`src/rtl/debounce_pkg.sv`:
```
// Shared definitions for the shared-timer debounce controller.
//   - 3-bit per-channel state codes
//   - idx_w(): width of a channel index (never less than 1)
package debounce_pkg;

  localparam logic [2:0] IDLE   = 3'd0;
  localparam logic [2:0] REQ1   = 3'd1;
  localparam logic [2:0] WAIT_1 = 3'd2;
  localparam logic [2:0] PULSE  = 3'd3;
  localparam logic [2:0] HELD   = 3'd4;
  localparam logic [2:0] REQ0   = 3'd5;
  localparam logic [2:0] WAIT_0 = 3'd6;

  function automatic int idx_w(input int n);
    return (n > 1) ? $clog2(n) : 1;
  endfunction

endpackage

```
`src/rtl/shared_debounce_sched_arb.sv`:
```
// Round-robin arbiter, purely combinational.
//   req       : per-channel request vector
//   en        : arbitration enable (timer free)
//   ptr       : channel with highest priority this cycle
//   gnt_valid : a request was granted
//   gnt_idx   : granted channel (first requester at or after ptr, with wrap)
module rr_arbiter
  import debounce_pkg::*;
#(
  parameter int N  = 4,
  parameter int IW = idx_w(N)
) (
  input  logic [N-1:0]  req,
  input  logic          en,
  input  logic [IW-1:0] ptr,
  output logic          gnt_valid,
  output logic [IW-1:0] gnt_idx
);

  // Scan from the farthest offset down to ptr so the closest requester
  // is the last one written and therefore wins.
  always_comb begin
    int j;
    gnt_valid = 1'b0;
    gnt_idx   = '0;
    j         = 0;
    if (en) begin
      for (int off = N - 1; off >= 0; off--) begin
        j = (int'(ptr) + off) % N;
        if (req[j]) begin
          gnt_valid = 1'b1;
          gnt_idx   = IW'(j);
        end
      end
    end
  end

endmodule

```
`src/rtl/shared_debounce_sched.sv`:
```
// Debounce controller for NCH push buttons sharing one debounce timer.
//   clk, rst   : clock, synchronous active-high reset
//   sw_in      : raw asynchronous button levels (1 = pressed)
//   sw_out     : one-cycle pulse per debounced press (at most one bit high)
//   evt_valid  : any sw_out bit high
//   evt_id     : index of the pulsing channel, 0 otherwise
//   busy       : the shared timer is owned by a channel
module shared_debounce_sched
  import debounce_pkg::*;
#(
  parameter int NCH   = 4,
  parameter int TBITS = 16
) (
  input  logic                    clk,
  input  logic                    rst,
  input  logic [NCH-1:0]          sw_in,
  output logic [NCH-1:0]          sw_out,
  output logic                    evt_valid,
  output logic [$clog2(NCH)-1:0]  evt_id,
  output logic                    busy
);

  localparam int IW = idx_w(NCH);

  logic [NCH-1:0]      sync1_q, sync1_d, sync2_q, sync2_d;
  logic [NCH-1:0][2:0] state_q, state_d;
  logic                owner_vld_q, owner_vld_d;
  logic [IW-1:0]       owner_q, owner_d;
  logic [IW-1:0]       ptr_q, ptr_d;
  logic [TBITS-1:0]    cnt_q, cnt_d;

  logic [NCH-1:0]      req;
  logic                gnt_valid;
  logic [IW-1:0]       gnt_idx;
  logic                expire;

  always_comb begin
    for (int i = 0; i < NCH; i++)
      req[i] = (state_q[i] == REQ1) || (state_q[i] == REQ0);
  end

  // Arbitration only happens while the timer is free, so a grant and an
  // expiry can never coincide.
  rr_arbiter #(.N(NCH), .IW(IW)) u_arb (
    .req       (req),
    .en        (!owner_vld_q),
    .ptr       (ptr_q),
    .gnt_valid (gnt_valid),
    .gnt_idx   (gnt_idx)
  );

  assign expire = owner_vld_q && (cnt_q == {TBITS{1'b1}});

  always_comb begin
    sync1_d     = sw_in;
    sync2_d     = sync1_q;
    state_d     = state_q;
    owner_vld_d = owner_vld_q;
    owner_d     = owner_q;
    ptr_d       = ptr_q;
    cnt_d       = cnt_q;

    for (int i = 0; i < NCH; i++) begin
      unique case (state_q[i])
        IDLE:   if (sync2_q[i]) state_d[i] = REQ1;
        REQ1:   if (gnt_valid && gnt_idx == IW'(i)) state_d[i] = WAIT_1;
        WAIT_1: if (expire && owner_q == IW'(i))
                  state_d[i] = sync2_q[i] ? PULSE : IDLE;
        PULSE:  state_d[i] = HELD;
        HELD:   if (!sync2_q[i]) state_d[i] = REQ0;
        REQ0:   if (gnt_valid && gnt_idx == IW'(i)) state_d[i] = WAIT_0;
        WAIT_0: if (expire && owner_q == IW'(i))
                  state_d[i] = sync2_q[i] ? HELD : IDLE;
        default: state_d[i] = IDLE;
      endcase
    end

    // Single window per grant: release the owner at expiry instead of wrapping.
    if (expire) begin
      owner_vld_d = 1'b0;
      cnt_d       = '0;
    end else if (owner_vld_q) begin
      cnt_d = cnt_q + 1'b1;
    end

    if (gnt_valid) begin
      owner_vld_d = 1'b1;
      owner_d     = gnt_idx;
      ptr_d       = (int'(gnt_idx) == NCH - 1) ? '0 : gnt_idx + 1'b1;
      cnt_d       = '0;
    end
  end

  always_ff @(posedge clk) begin
    if (rst) begin
      sync1_q     <= '0;
      sync2_q     <= '0;
      state_q     <= {NCH{IDLE}};
      owner_vld_q <= 1'b0;
      owner_q     <= '0;
      ptr_q       <= '0;
      cnt_q       <= '0;
    end else begin
      sync1_q     <= sync1_d;
      sync2_q     <= sync2_d;
      state_q     <= state_d;
      owner_vld_q <= owner_vld_d;
      owner_q     <= owner_d;
      ptr_q       <= ptr_d;
      cnt_q       <= cnt_d;
    end
  end

  // Outputs are masked by rst so nothing escapes in the reset cycle itself.
  always_comb begin
    sw_out = '0;
    evt_id = '0;
    for (int i = 0; i < NCH; i++)
      if (state_q[i] == PULSE && !rst) sw_out[i] = 1'b1;
    for (int i = 0; i < NCH; i++)
      if (sw_out[i]) evt_id = ($clog2(NCH))'(i);
    evt_valid = |sw_out;
    busy      = owner_vld_q && !rst;
  end

endmodule

```
`config.mk`:
```
export PLATFORM = sky130hd
export DESIGN_NAME = shared_debounce_sched
export DESIGN_NICKNAME = d
export VERILOG_FILES = /design/src/rtl/debounce_pkg.sv /design/src/rtl/shared_debounce_sched_arb.sv /design/src/rtl/shared_debounce_sched.sv
export SDC_FILE = /design/constraint.sdc
export NUM_CORES = 1
export LEC_CHECK = 0
export BUFFER_PORTS_ARGS = -buffer_cell sky130_fd_sc_hd__buf_2
export CAP_MARGIN = 30
export CORE_ASPECT_RATIO = 0.6
export CORE_MARGIN = 4
export CORE_UTILIZATION = 40
export DETAILED_ROUTE_END_ITERATION = 10
export SYNTH_ARGS = -nofsm -noshare
export SYNTH_HDL_FRONTEND = slang
export SYNTH_SLANG_ARGS = --single-unit
```
`constraint.sdc`:
```
create_clock -name clk -period 5.3 [get_ports clk]
set_input_delay 0.53 -clock clk [delete_from_list [all_inputs] [get_ports clk]]
set_output_delay 0.53 -clock clk [all_outputs]
set_load 0.03 [all_outputs]
```
==> results by group <==
STA
  • Final hold vios: 0
  • RSZ-0062 raised after global routing: no
  • Slew at the pin with the worst max-slew slack: approximately 0.69 ns
  • Final worst-path cycle share: 0.484
  • Post-layout min period: about 2.6 ns
  • Worst Clk Skew: 0.00417 ns
  • Hold WS: 0.442 ns
  • Finish-stage setup viols: 0
  • Slew Limit Fails: 0
  • Fmax: 390 MHz
  • Slew margin rel.: 0.539
  • Post-route setup TNS: 0 ns

Place
  • HPWL Detailed: between 3 and 4 mm
  • Placer Congestion: 0.882
  • DP Cell Count: approximately 320
  • IO buf count: 13

Detailed routing
  • DR DRC count: 0
  • Vias/cell: 5.14
  • WL final: around 4.2 mm
  • 1st-pass router iterations: 4
  • Avg WL per Cell: roughly 13 um
  • Number of DRC markers in iteration 0: roughly 110
  • Routed vias: roughly 1700
  • Post-DRT Antenna Nets: 0

Power
  • Worst VDD drop: between 0.15 and 0.2 mV
  • Design Power: between 0.0009 and 0.001 W
  • Power per cell area: between 400 and 500 nW/um^2
  • Lkg Pwr: roughly 0.93 nW

Logic synthesis
  • Mux contribution to synthesized area: 0.00958
  • Yosys top cell by area: dfxtp_1
  • FF+latch count, synth: 41
  • Synth top area cells: dfxtp_1 (39%), nor2b_1 (5.7%), xor2_1 (5.4%), nor2_1 (5.4%), a21oi_1 (4.3%)
  • Yosys warns: 0
  • Synth Area in XOR/XNOR: 0.0754
  • Predominant post-synthesis flop cell: dfxtp_1
  • Mapped Nets: 262
  • Syn_area_per_cell: about 8.3 um^2
  • Post-synth top area share: 0.393
  • Post-synthesis sequential area ratio: 0.393
  • Cells after synthesis: approximately 250
  • Compound-Gate Fraction of Synth Area: 0.144
  • Netlist cell types: slightly above 40
  • Post-synth EDFFs: 0
  • Post-synth ARST share: 0
  • Simple-gate portion of the synthesized area: 0.304
  • Largest family of logic cells by synthesized area: simple AND/OR/NAND/NOR gates
  • Adder-Cell Fraction of Synth Area: 0.0299
  • Mapped cell area: about 2100 um^2

Clocking
  • Total CTS buffers: 5
  • Clk slew on worst S/H paths: approximately 0.08 ns
  • Clock net sink count: 41
  • CTS Hold Bufs: 0
  • Setup Buffers After CTS: 0
  • H-tree levels: 2
  • TritonCTS clock tree: built
  • Clk buf depth: 2
  • Root Buffer Master: clkbuf_8
  • # resized after CTS: 0
  • Clk Latency, worst-skew pair: ~0.28 ns

Worst setup path
  • Crit-path max FO: 15
  • Critical Path Source: owner_vld_q
  • Worst reg2reg startpoint: owner_vld_q
  • Critical path endpoint category: register
  • CP Launch Type: register
  • Crit Path Class: reg -> reg
  • CP required: 5.44 ns
  • Crit path DAT: between 2 and 3 ns

Layout
  • Fin cells: 328
  • Share of cells above drive strength 1: 0.0878
  • Storage cell area: around 800 um^2
  • Antenna diodes: 0
  • NumNets Final: about 270
  • Commonest non-fill, non-tap cell in the layout: dfxtp_1
  • Multi-input logic area: 1180 um^2
  • Synth-to-layout area growth: 9.46%
  • Most frequent cells in the layout: dfxtp_1 (41), nor2_1 (30), nand2_1 (22), nor2b_1 (19), a21oi_1 (18)
  • Fillers: between 500 and 600

Global route
  • Remaining global-route overflow: 0
  • Overall Global Routing Usage: 0.142
  • Vias in the first global route: around 1500
  • First-pass GRT wire length: 7.41 mm
  • Antenna violations before repair: 0
  • Largest net degree at the start of global routing: 32

Hold path
  • Hold path startpoint: sync1_q[3]
  • Worst hold path type: reg -> reg

Floorplan
  • Site Rows: 20
  • Die H: ~64 um
  • Initial core utilization: 0.413
  • Core area: 5050 um^2
  • IO Count: 14
  • DIE AREA: between 6000 and 7000 um^2
  • DIE WIDTH: ~100 um

Job
  • # Max-Cap Violations: 0

Outcome
  • Status: completed
==> area by class of cell <==
| class | count | share of cell area |
|---|---|---|
| Tap cell | 66 | 0.0361 |
| Sequential cell | 41 | 0.359 |
| Timing Repair Buffer | 13 | 0.0284 |
| Multi-Input combinational cell | 186 | 0.514 |
| Clock buffer | 7 | 0.0377 |
| Inverter | 15 | 0.0246 |
==> cells by family after synthesis <==
group,count (synthesis)
AND/OR/NAND/NOR,115
buffers and inverters,24
multiplexers,2
AO/OA/AOI/OAI,46
flip-flops,41
XOR/XNOR,18
adder cells (fa/ha/maj),5
==> registers in the layout (all words and copies together), names as in the netlist <==
| register | cells |
|---|---|
| cnt_q | 16 |
| state_q | 12 |
| sync1_q | 4 |
| sync2_q | 4 |
| owner_q | 2 |
| ptr_q | 2 |
| owner_vld_q | 1 |
==> report_power, final <==
group	switching [W]	internal [W]	total, W	leakage [nW]
combinational	0.000185	0.000144	0.000329	0.549
clock	0.000101	0.000103	0.000204	0.0443
sequential	0.0000878	0.000361	0.000449	0.335
==> layer usage <==
layer / vias up / global-route usage / part of all wire
met3: 0 / 0.0360 / 0.061
met4: 0 / 0.0265 / 0
met2: 39 / 0.175 / 0.38
li1: 889 / - / -
met5: - / 0 / 0
met1: 758 / 0.238 / 0.56
==> cell usage after synthesis, drive strengths merged, types with 2 or more instances <==
cell type / instances
or3: 3
xor2: 13
buf: 4
nor2b: 19
and3: 4
nor2: 30
nor3: 6
clkbuf: 5
nand4b: 2
nand4: 8
mux2i: 2
o21ai: 3
dfxtp: 41
a211oi: 9
nand2: 22
a21oi: 18
a21o: 5
a311oi: 4
and4b: 2
nand3: 6
inv: 15
nand2b: 6
xnor2: 5
ha: 5
==> worst paths after layout <==
kind	endpoint	slack, ns	cells past startpoint
hold reg to reg	sync2_q[3]	0.44	1
setup reg to reg	state_q[2]	2.74	5
setup / recovery	state_q[2]	2.74	5
hold / removal	sync2_q[3]	0.44	1
==> worst max-delay path, cell delays in order (launching register included) <==
cell	delay, ns
dfxtp_1	0.70
nand4_4	0.24
nor4_4	0.60
or4b_1	0.54
a211oi_1	0.25
a311oi_1	0.08
==> stage by stage <==
step / utilization / cell area (um^2) / worst slack [ns]
2_1_floorplan: - / 2090 / 2.83
3_3_place_gp: 0.435 / 2200 / 2.71
3_5_place_dp: 0.435 / 2200 / 2.70
4_1_cts: 0.452 / 2290 / 2.70
5_1_grt: 0.452 / 2290 / 2.48
6_report: 0.452 / 2290 / 2.74
Note: power is estimated with default switching activity, not from simulation.
